===== config.mk =====
export PLATFORM = sky130hd
export DESIGN_NAME = weight_fetch_ctrl
export DESIGN_NICKNAME = d
export VERILOG_FILES = /design/src/rtl/weight_fetch_ctrl.sv
export SDC_FILE = /design/constraint.sdc
export NUM_CORES = 1
export LEC_CHECK = 0
export ABC_AREA = 1
export CORE_MARGIN = 4
export CORE_UTILIZATION = 55
export CTS_BUF_LIST = sky130_fd_sc_hd__clkbuf_4
export CTS_CLUSTER_DIAMETER = 40
export DETAILED_ROUTE_END_ITERATION = 16
export GPL_TIMING_DRIVEN = 0
export PLACE_DENSITY = 0.87
export REMOVE_ABC_BUFFERS = 1
export SETUP_SLACK_MARGIN = 0.15
export SLEW_MARGIN = 20
export SYNTH_ARGS = -nofsm -noshare
export SYNTH_HDL_FRONTEND = slang
export SYNTH_SLANG_ARGS = --single-unit

===== constraint.sdc =====
create_clock -name clk -period 3 [get_ports clk]
set_clock_uncertainty 0.15 [all_clocks]
set_input_delay 0.9 -clock clk [delete_from_list [all_inputs] [get_ports clk]]
set_output_delay 0.9 -clock clk [all_outputs]
set_load 0.05 [all_outputs]

===== src/rtl/weight_fetch_ctrl.sv =====
// weight_fetch_ctrl: read sequencer for one Weight_Memory instance.
//   On an accepted start it issues len consecutive reads from base_addr (wrapping
//   at numWeight), soaks up the one-cycle read latency in a 2-entry skid FIFO and
//   streams the weights to the neuron MAC over a valid/ready handshake.
// Optional feature macro: WFC_STALL_CNT_EN adds the stall_cnt output.
// Ports:
//   clk, rst            clock, synchronous active-high reset
//   start, base_addr,   sequence request; base/len sampled with start in IDLE
//   len
//   busy, done          sequence in progress / one-cycle completion pulse
//   mem_ren, mem_radd   read strobe and address to Weight_Memory
//   mem_rdata           read data, valid the cycle after mem_ren
//   w_data, w_valid,    weight stream to consumer; w_last marks final weight
//   w_ready, w_last
//   stall_cnt           (WFC_STALL_CNT_EN only) cycles stalled by the consumer
module weight_fetch_ctrl #(
  parameter int unsigned numWeight    = 128,
  parameter int unsigned addressWidth = 7,
  parameter int unsigned dataWidth    = 8
) (
  input  logic                    clk,
  input  logic                    rst,
  input  logic                    start,
  input  logic [addressWidth-1:0] base_addr,
  input  logic [addressWidth:0]   len,
  output logic                    busy,
  output logic                    done,
  output logic                    mem_ren,
  output logic [addressWidth-1:0] mem_radd,
  input  logic [dataWidth-1:0]    mem_rdata,
  output logic [dataWidth-1:0]    w_data,
  output logic                    w_valid,
  input  logic                    w_ready,
  output logic                    w_last
`ifdef WFC_STALL_CNT_EN
  ,output logic [15:0]            stall_cnt
`endif
);

  localparam int unsigned AW    = addressWidth;
  localparam int unsigned LEN_W = addressWidth + 1;
  localparam int unsigned DW    = dataWidth;

  typedef enum logic [1:0] {S_IDLE, S_RUN, S_DRAIN, S_DONE} state_t;

  state_t           r_state;
  logic [AW-1:0]    r_addr;
  logic [LEN_W-1:0] r_issue_cnt;
  logic             r_inflight;
  logic             r_inflight_last;
  logic [DW-1:0]    r_fifo_data [2];
  logic [1:0]       r_fifo_last;
  logic             r_rd_ptr;
  logic             r_wr_ptr;
  logic [1:0]       r_fifo_cnt;
`ifdef WFC_STALL_CNT_EN
  logic [15:0]      r_stall_cnt;
`endif

  logic       w_pop;
  logic       w_push;
  logic [2:0] w_occ;
  logic       w_issue;
  logic       w_issue_last;

  assign w_pop  = w_valid && w_ready;
  assign w_push = r_inflight;
  // Slots already claimed: stored entries plus the read whose data lands this cycle.
  assign w_occ  = 3'(r_fifo_cnt) + 3'(r_inflight);
  // Issue only if the returning data is guaranteed a FIFO slot, counting this cycle's pop.
  assign w_issue = (r_state == S_RUN) && (r_issue_cnt != '0) &&
                   (w_occ < (3'd2 + 3'(w_pop)));
  assign w_issue_last = w_issue && (r_issue_cnt == LEN_W'(1));

  assign mem_ren  = w_issue;
  assign mem_radd = r_addr;
  assign busy     = (r_state != S_IDLE);
  assign done     = (r_state == S_DONE);
  assign w_valid  = (r_fifo_cnt != 2'd0);
  assign w_data   = r_fifo_data[r_rd_ptr];
  assign w_last   = w_valid && r_fifo_last[r_rd_ptr];
`ifdef WFC_STALL_CNT_EN
  assign stall_cnt = r_stall_cnt;
`endif

  // Sequencer FSM, address/issue counters, skid FIFO and optional stall counter.
  always_ff @(posedge clk) begin
    if (rst) begin
      r_state         <= S_IDLE;
      r_addr          <= '0;
      r_issue_cnt     <= '0;
      r_inflight      <= 1'b0;
      r_inflight_last <= 1'b0;
      r_fifo_data[0]  <= '0;
      r_fifo_data[1]  <= '0;
      r_fifo_last     <= '0;
      r_rd_ptr        <= 1'b0;
      r_wr_ptr        <= 1'b0;
      r_fifo_cnt      <= 2'd0;
`ifdef WFC_STALL_CNT_EN
      r_stall_cnt     <= '0;
`endif
    end else begin
      r_inflight      <= w_issue;
      r_inflight_last <= w_issue_last;

      if (w_push) begin
        r_fifo_data[r_wr_ptr] <= mem_rdata;
        r_fifo_last[r_wr_ptr] <= r_inflight_last;
        r_wr_ptr              <= ~r_wr_ptr;
      end
      if (w_pop) begin
        r_rd_ptr <= ~r_rd_ptr;
      end
      r_fifo_cnt <= r_fifo_cnt + 2'(w_push) - 2'(w_pop);

      if (w_issue) begin
        r_addr      <= (r_addr == AW'(numWeight - 1)) ? '0 : r_addr + AW'(1);
        r_issue_cnt <= r_issue_cnt - LEN_W'(1);
      end

`ifdef WFC_STALL_CNT_EN
      if (busy && w_valid && !w_ready && (r_stall_cnt != 16'hFFFF)) begin
        r_stall_cnt <= r_stall_cnt + 16'd1;
      end
`endif

      case (r_state)
        S_IDLE: begin
          if (start) begin
            r_addr      <= base_addr;
            r_issue_cnt <= len;
            r_state     <= S_RUN;
`ifdef WFC_STALL_CNT_EN
            r_stall_cnt <= '0;
`endif
          end
        end
        S_RUN: begin
          // An empty sequence spends one busy cycle here before reporting done.
          if (r_issue_cnt == '0) begin
            r_state <= S_DONE;
          end else if (w_issue_last) begin
            r_state <= S_DRAIN;
          end
        end
        S_DRAIN: begin
          if (w_pop && w_last) begin
            r_state <= S_DONE;
          end
        end
        default: begin
          r_state <= S_IDLE;
        end
      endcase
    end
  end

endmodule

**After elaboration in Yosys (flattened, before gate mapping)**

Memory sizes are Yosys's and may differ from the RTL's. A register that Yosys moved wholly into a read port is not among the register bits.
Cells that the tools add are included.

- Order comparisons: 4
- Muxes and demuxes: 27
- Equality and inequality tests: 8
- Reduce and logical (&&, ||, !) cells: 14
- Bitwise logic cells: 2
- $add $sub $neg: 6

Operators with widths:

| operator | number |
|---|---|
| $mux W8 | 4 |
| $mux W7 | 4 |
| $mux W1 | 12 |
| $eq A8 B1 Y1 const B | 1 |
| $logic_not A8 Y1 | 1 |
| $mux W2 | 4 |
| $reduce_bool A8 Y1 | 1 |
| $reduce_or A8 Y1 | 1 |
| $sub A8 B1 Y8 const B | 1 |
| $add A7 B1 Y7 const B | 1 |
| $eq A7 B7 Y1 const B | 1 |
| $logic_and A1 B1 Y1 | 7 |
| $pmux W2 S3 | 1 |
| $eq A2 B2 Y1 const B | 2 |
| $lt A1 B2 Y1 const B | 2 |
| $ne A2 B2 Y1 const B | 2 |
| $reduce_bool A2 Y1 | 2 |
| $add A2 B1 Y3 | 1 |
| $add A2 B1 Y3 const A | 1 |
| $lt A3 B3 Y1 | 1 |
| $ne A3 B2 Y1 const B | 1 |
| $reduce_and A3 Y1 | 1 |
| $add A2 B1 Y2 | 1 |
| $bwmux W2 | 1 |
| 6 further kinds | 7 |

- Memory bits (writable): 16
- Memories: 1
- Word-level logic and storage cells: 71
- Output and inout bits: 20
- Register bits: 25

Memories:

| memory | depth | width | rd ports | clocked after memory_dff | write ports | RTL line | source |
|---|---|---|---|---|---|---|---|
| r_fifo_data | 2 | 8 | 1 | 1 | 2 | 51 | `logic [DW-1:0] r_fifo_data [2];` |

**Depth between registers and ports, before layout**

- Depth after elaboration: 9
- Mapped depth: 12
- Depth with buffers taken out: 11

**Worst setup path after synthesis**

No wires, ideal clock.

- Path type: in2out
- Start: input port w_ready
- End: output port mem_ren
- Arrival: 1.512 ns
- Slack: 0.438 ns
- Stages on the path: 5
- Cells stage by stage: nand3_1 > nand2_1 > nand2_1 > nor2_4 > buf_4

- Cells in the longest elaborated chain, start to end: 4

Ends and longest elaborated chain:

| what | RTL line | source |
|---|---|---|
| start, declared | 33 | `input logic w_ready,` |
| $logic_and A1 B1 Y1 | 66 | `assign w_pop = w_valid && w_ready;` |
| $add A2 B1 Y3 | 72 | `(w_occ < (3'd2 + 3'(w_pop)));` |
| $lt A3 B3 Y1 | 72 |  |
| $logic_and A1 B1 Y1 | 71 | `assign w_issue = (r_state == S_RUN) && (r_issue_cnt != '0) &&` |
| end, declared | 28 | `output logic mem_ren,` |

Every way passes these cells.

**Worst setup path in the final report**

Ends and elaborated chain as after synthesis.

==> impl_metrics.csv <==
group,metric,value,unit
setup_path,rr_startpoint,"r_inflight$_SDFF_PP0_",
hold_path,min_to,"r_fifo_last[1]$_SDFFE_PP0P_",
cells_and_area,num-nets-final,398,
setup_path,ff2ff_path_depth,12,
power_and_ir_drop,p_leak,1.419,nW
power_and_ir_drop,max-vdd-ir-drop,0.6331,mV
placement,portBuffers,46,
die,fp.dieArea,5364,um^2
grt,grt_max_degree,31,
setup_path,r2r_slack,910,ps
synth,ys_ff_latch,42,
synth,yosys_warnings,0,
cells_and_area,n_fill_cell,333,
synth,synth_top_area_share,22.23,%
cells_and_area,antenna_cells,0,
timing,finalSetupViolCount,0,
grt,track_usage,19.26,%
setup_path,cpMaxStageDelayCell,"dlygate4sd2_1",
cells_and_area,finalNonFillerCells,411,
route,vias,2062,
timing,hold-worst-slack,341.4,ps
route,finalWirelength,4.695,mm
cts,clk_pin_slew_worst_paths,110,ps
setup_path,startpoint_type,"input pin",
cells_and_area,final_util,70.92,%
placement,dp_cells,400,
cells_and_area,multi_input_comb_area,1107,um^2
setup_path,path_buf_inv,2,
die,chipHeight,73.24,um
timing,rsz0062_at_grt,"false",
synth,synth_area,2341,um^2
placement,dpl_cell_area,2811,um^2
timing,hold_viol_final,0,
cts,htreeDepth,2,
hold_path,worstHoldPathType,"flip-flop to flip-flop",
setup_path,critPathRequiredTime,1950,ps
cts,clk_path_buf_depth,2,
die,io_pins,47,
synth,syn_area_per_cell,7.455,um^2
timing,period_needed,2796,ps
cts,cts.sinks,42,
setup_path,crit_family,"buffers and inverters",
grt,antenna_found_initial,0,
placement,dpl.hpwl,3.330,mm
timing,max_freq,357.6,MHz
timing,max-slew-margin-rel,35.83,%
route,wl_per_cell,11.42,um
die,die_w,73.24,um
setup_path,arrival,1750,ps
setup_path,reg2reg_to,"r_issue_cnt[5]$_SDFF_PP0_",
route,final_antenna_net_count,0,
die,start_util,57.69,%
cells_and_area,syn_to_final_growth,22.93,%
synth,synthTopCellsByArea,"dfxtp_1, edfxtp_1, nor2_1",
timing,worst_slew_pin_slew,960.2,ps
cells_and_area,final_area,2878,um^2
cts,clk_latency,350,ps
status,status,"complete, no violations",
timing,drv_slew,0,
cells_and_area,drive_above_1_share,7.756,%
synth,synth_largest_area_cell,"dfxtp_1",
die,row_count,23,
setup_path,cp_max_fo,3,
route,vias_per_cell,5.017,
timing,finalCritPeriodShare,93.21,%
route,drc,0,
setup_path,crit_chain,"dlygate4sd2_1, nand3_1, nand2_1, nand2_1, nor2_4, buf_6",
grt,gr-total-overflow,0,
synth,syn_inst,314,
hold_path,min_delay_path_depth,2,
cts,cts_root_buf,"clkbuf_4",
hold_path,min_from,"r_inflight_last$_SDFF_PP0_",
die,fp.coreArea,4058,um^2
cts,holdBufCountCts,0,
placement,gp_congestion,0.7991,
job,drv_cap,0,
synth,ys_types,27,
route,drtIter0Drc,114,
grt,grt_pass1_wl,8.086,mm
cts,cts_made_buffers,5,
grt,grt_pass1_vias,1933,
setup_path,crit_type,"input pin to output pin",
cells_and_area,regArea,1001,um^2
cts,cts_tree,"yes",
synth,ys_seq_area_share,42.76,%
setup_path,crit_top_cell,"nand2_1",
setup_path,critPathCaptureType,"output pin",
setup_path,cpPeakStageDelay,250,ps
power_and_ir_drop,power.total,0.002525,W
route,first_pass_iters,4,
power_and_ir_drop,p_per_area,877.4,nW/um^2
-- registers in the layout, indices dropped and copies added (netlist names), named ones only --
signal and flops:
r_fifo_data 16, r_issue_cnt 8, mem_radd 7, r_fifo_cnt 2, r_fifo_last 2, r_state 2
r_inflight 1, r_inflight_last 1, r_rd_ptr 1, r_wr_ptr 1
-- worst max-delay path by stage --
stage / start / endpoint / slack, ps / depth (start not counted)
5_1_grt: w_ready / mem_ren / 130 / 6
3_5_place_dp: w_ready / mem_ren / -940 / 6
3_3_place_gp: w_ready / mem_ren / -930 / 6
2_1_floorplan: w_ready / mem_ren / 410 / 4
4_1_cts: w_ready / mem_ren / 190 / 6
6_report: w_ready / mem_ren / 200 / 6
-- placed cells by master (no fill, tap or decap), types with 2 or more instances in the layout --
cell,instances
mux2_2,8
inv_1,46
nor2_1,67
clkdlybuf4s50_1,33
xnor2_1,6
o21ai_0,5
nand4_1,2
nand2_1,66
nand3_1,29
a21oi_1,8
dfxtp_1,26
clkbuf_4,6
buf_4,3
ha_1,11
nand2_2,2
clkinv_2,2
dlygate4sd2_1,11
edfxtp_1,16
xor2_1,4
-- per-layer routing --
layer	part of all wire (%)	global-route usage, %	vias up
met5	0	0	-
met4	1.4	7.992	0
met3	5.3	3.306	7
met2	51	35.55	48
met1	42	21.50	948
li1	-	-	1059
-- logic make-up (layout without fill, tap and decap cells) --
logic type	count (synthesis)	count (layout)	share of synthesized area [%]
AND/OR/NAND/NOR	171	171	30.36
multiplexers	8	8	3.848
buffers and inverters	58	105	9.941
flip-flops	42	42	42.76
adder cells (fa/ha/maj)	11	11	5.879
XOR/XNOR	10	10	3.741
AO/OA/AOI/OAI	14	14	3.474
-- power by group --
part	switching [W]	internal, W	total, W
clock network	0.000180	0.0000985	0.000279
registers	0.000145	0.000722	0.000867
logic	0.000866	0.000513	0.00138
total	0.00119	0.00133	0.00252
-- cell type report --
cell class | instances | share of cell area (%)
Clock buffer | 6 | 1.565
Clock inverter | 2 | 0.3478
Inverter | 48 | 6.261
Multi-Input combinational cell | 214 | 38.48
Sequential cell | 42 | 34.78
Tap cell | 50 | 2.174
Timing Repair Buffer | 49 | 16.39
-- worst min-delay path, cell delays in order, from the launching register on --
cell and delay [ps]:
dfxtp_1 310, inv_1 60, o21ai_0 80
-- cell usage after synthesis --
cell type,number
nor2_1,67
nand2_1,66
inv_1,46
nand3_1,29
dfxtp_1,26
edfxtp_1,16
ha_1,11
a21oi_1,8
mux2_2,8
xnor2_1,6
o21ai_0,5
clkbuf_1,4
xor2_1,4
buf_2,3
nand2_2,2
nand4_1,2
buf_1,1
buf_4,1
buf_6,1
clkinv_1,1
inv_2,1
nand2_4,1
nand3b_1,1
nor2_2,1
nor2_4,1
nor3_1,1
o21ai_4,1
-- per-stage QoR --
step | setup slack, ps | setup TNS [ps]
6_report | 203.8 | 0
5_1_grt | 130.3 | 0
4_1_cts | 193.9 | 0
3_5_place_dp | -940.3 | -16950
3_3_place_gp | -928.6 | -16210
2_1_floorplan | 406.9 | 0
-- timing repair --
action | CTS | global route
pin swaps | 1 | 1
resized for setup | 21 | 0
endpoints found under the setup margin | 46 | 1
buffers inserted | 2 | 1
(Power assumes the default switching activity.)
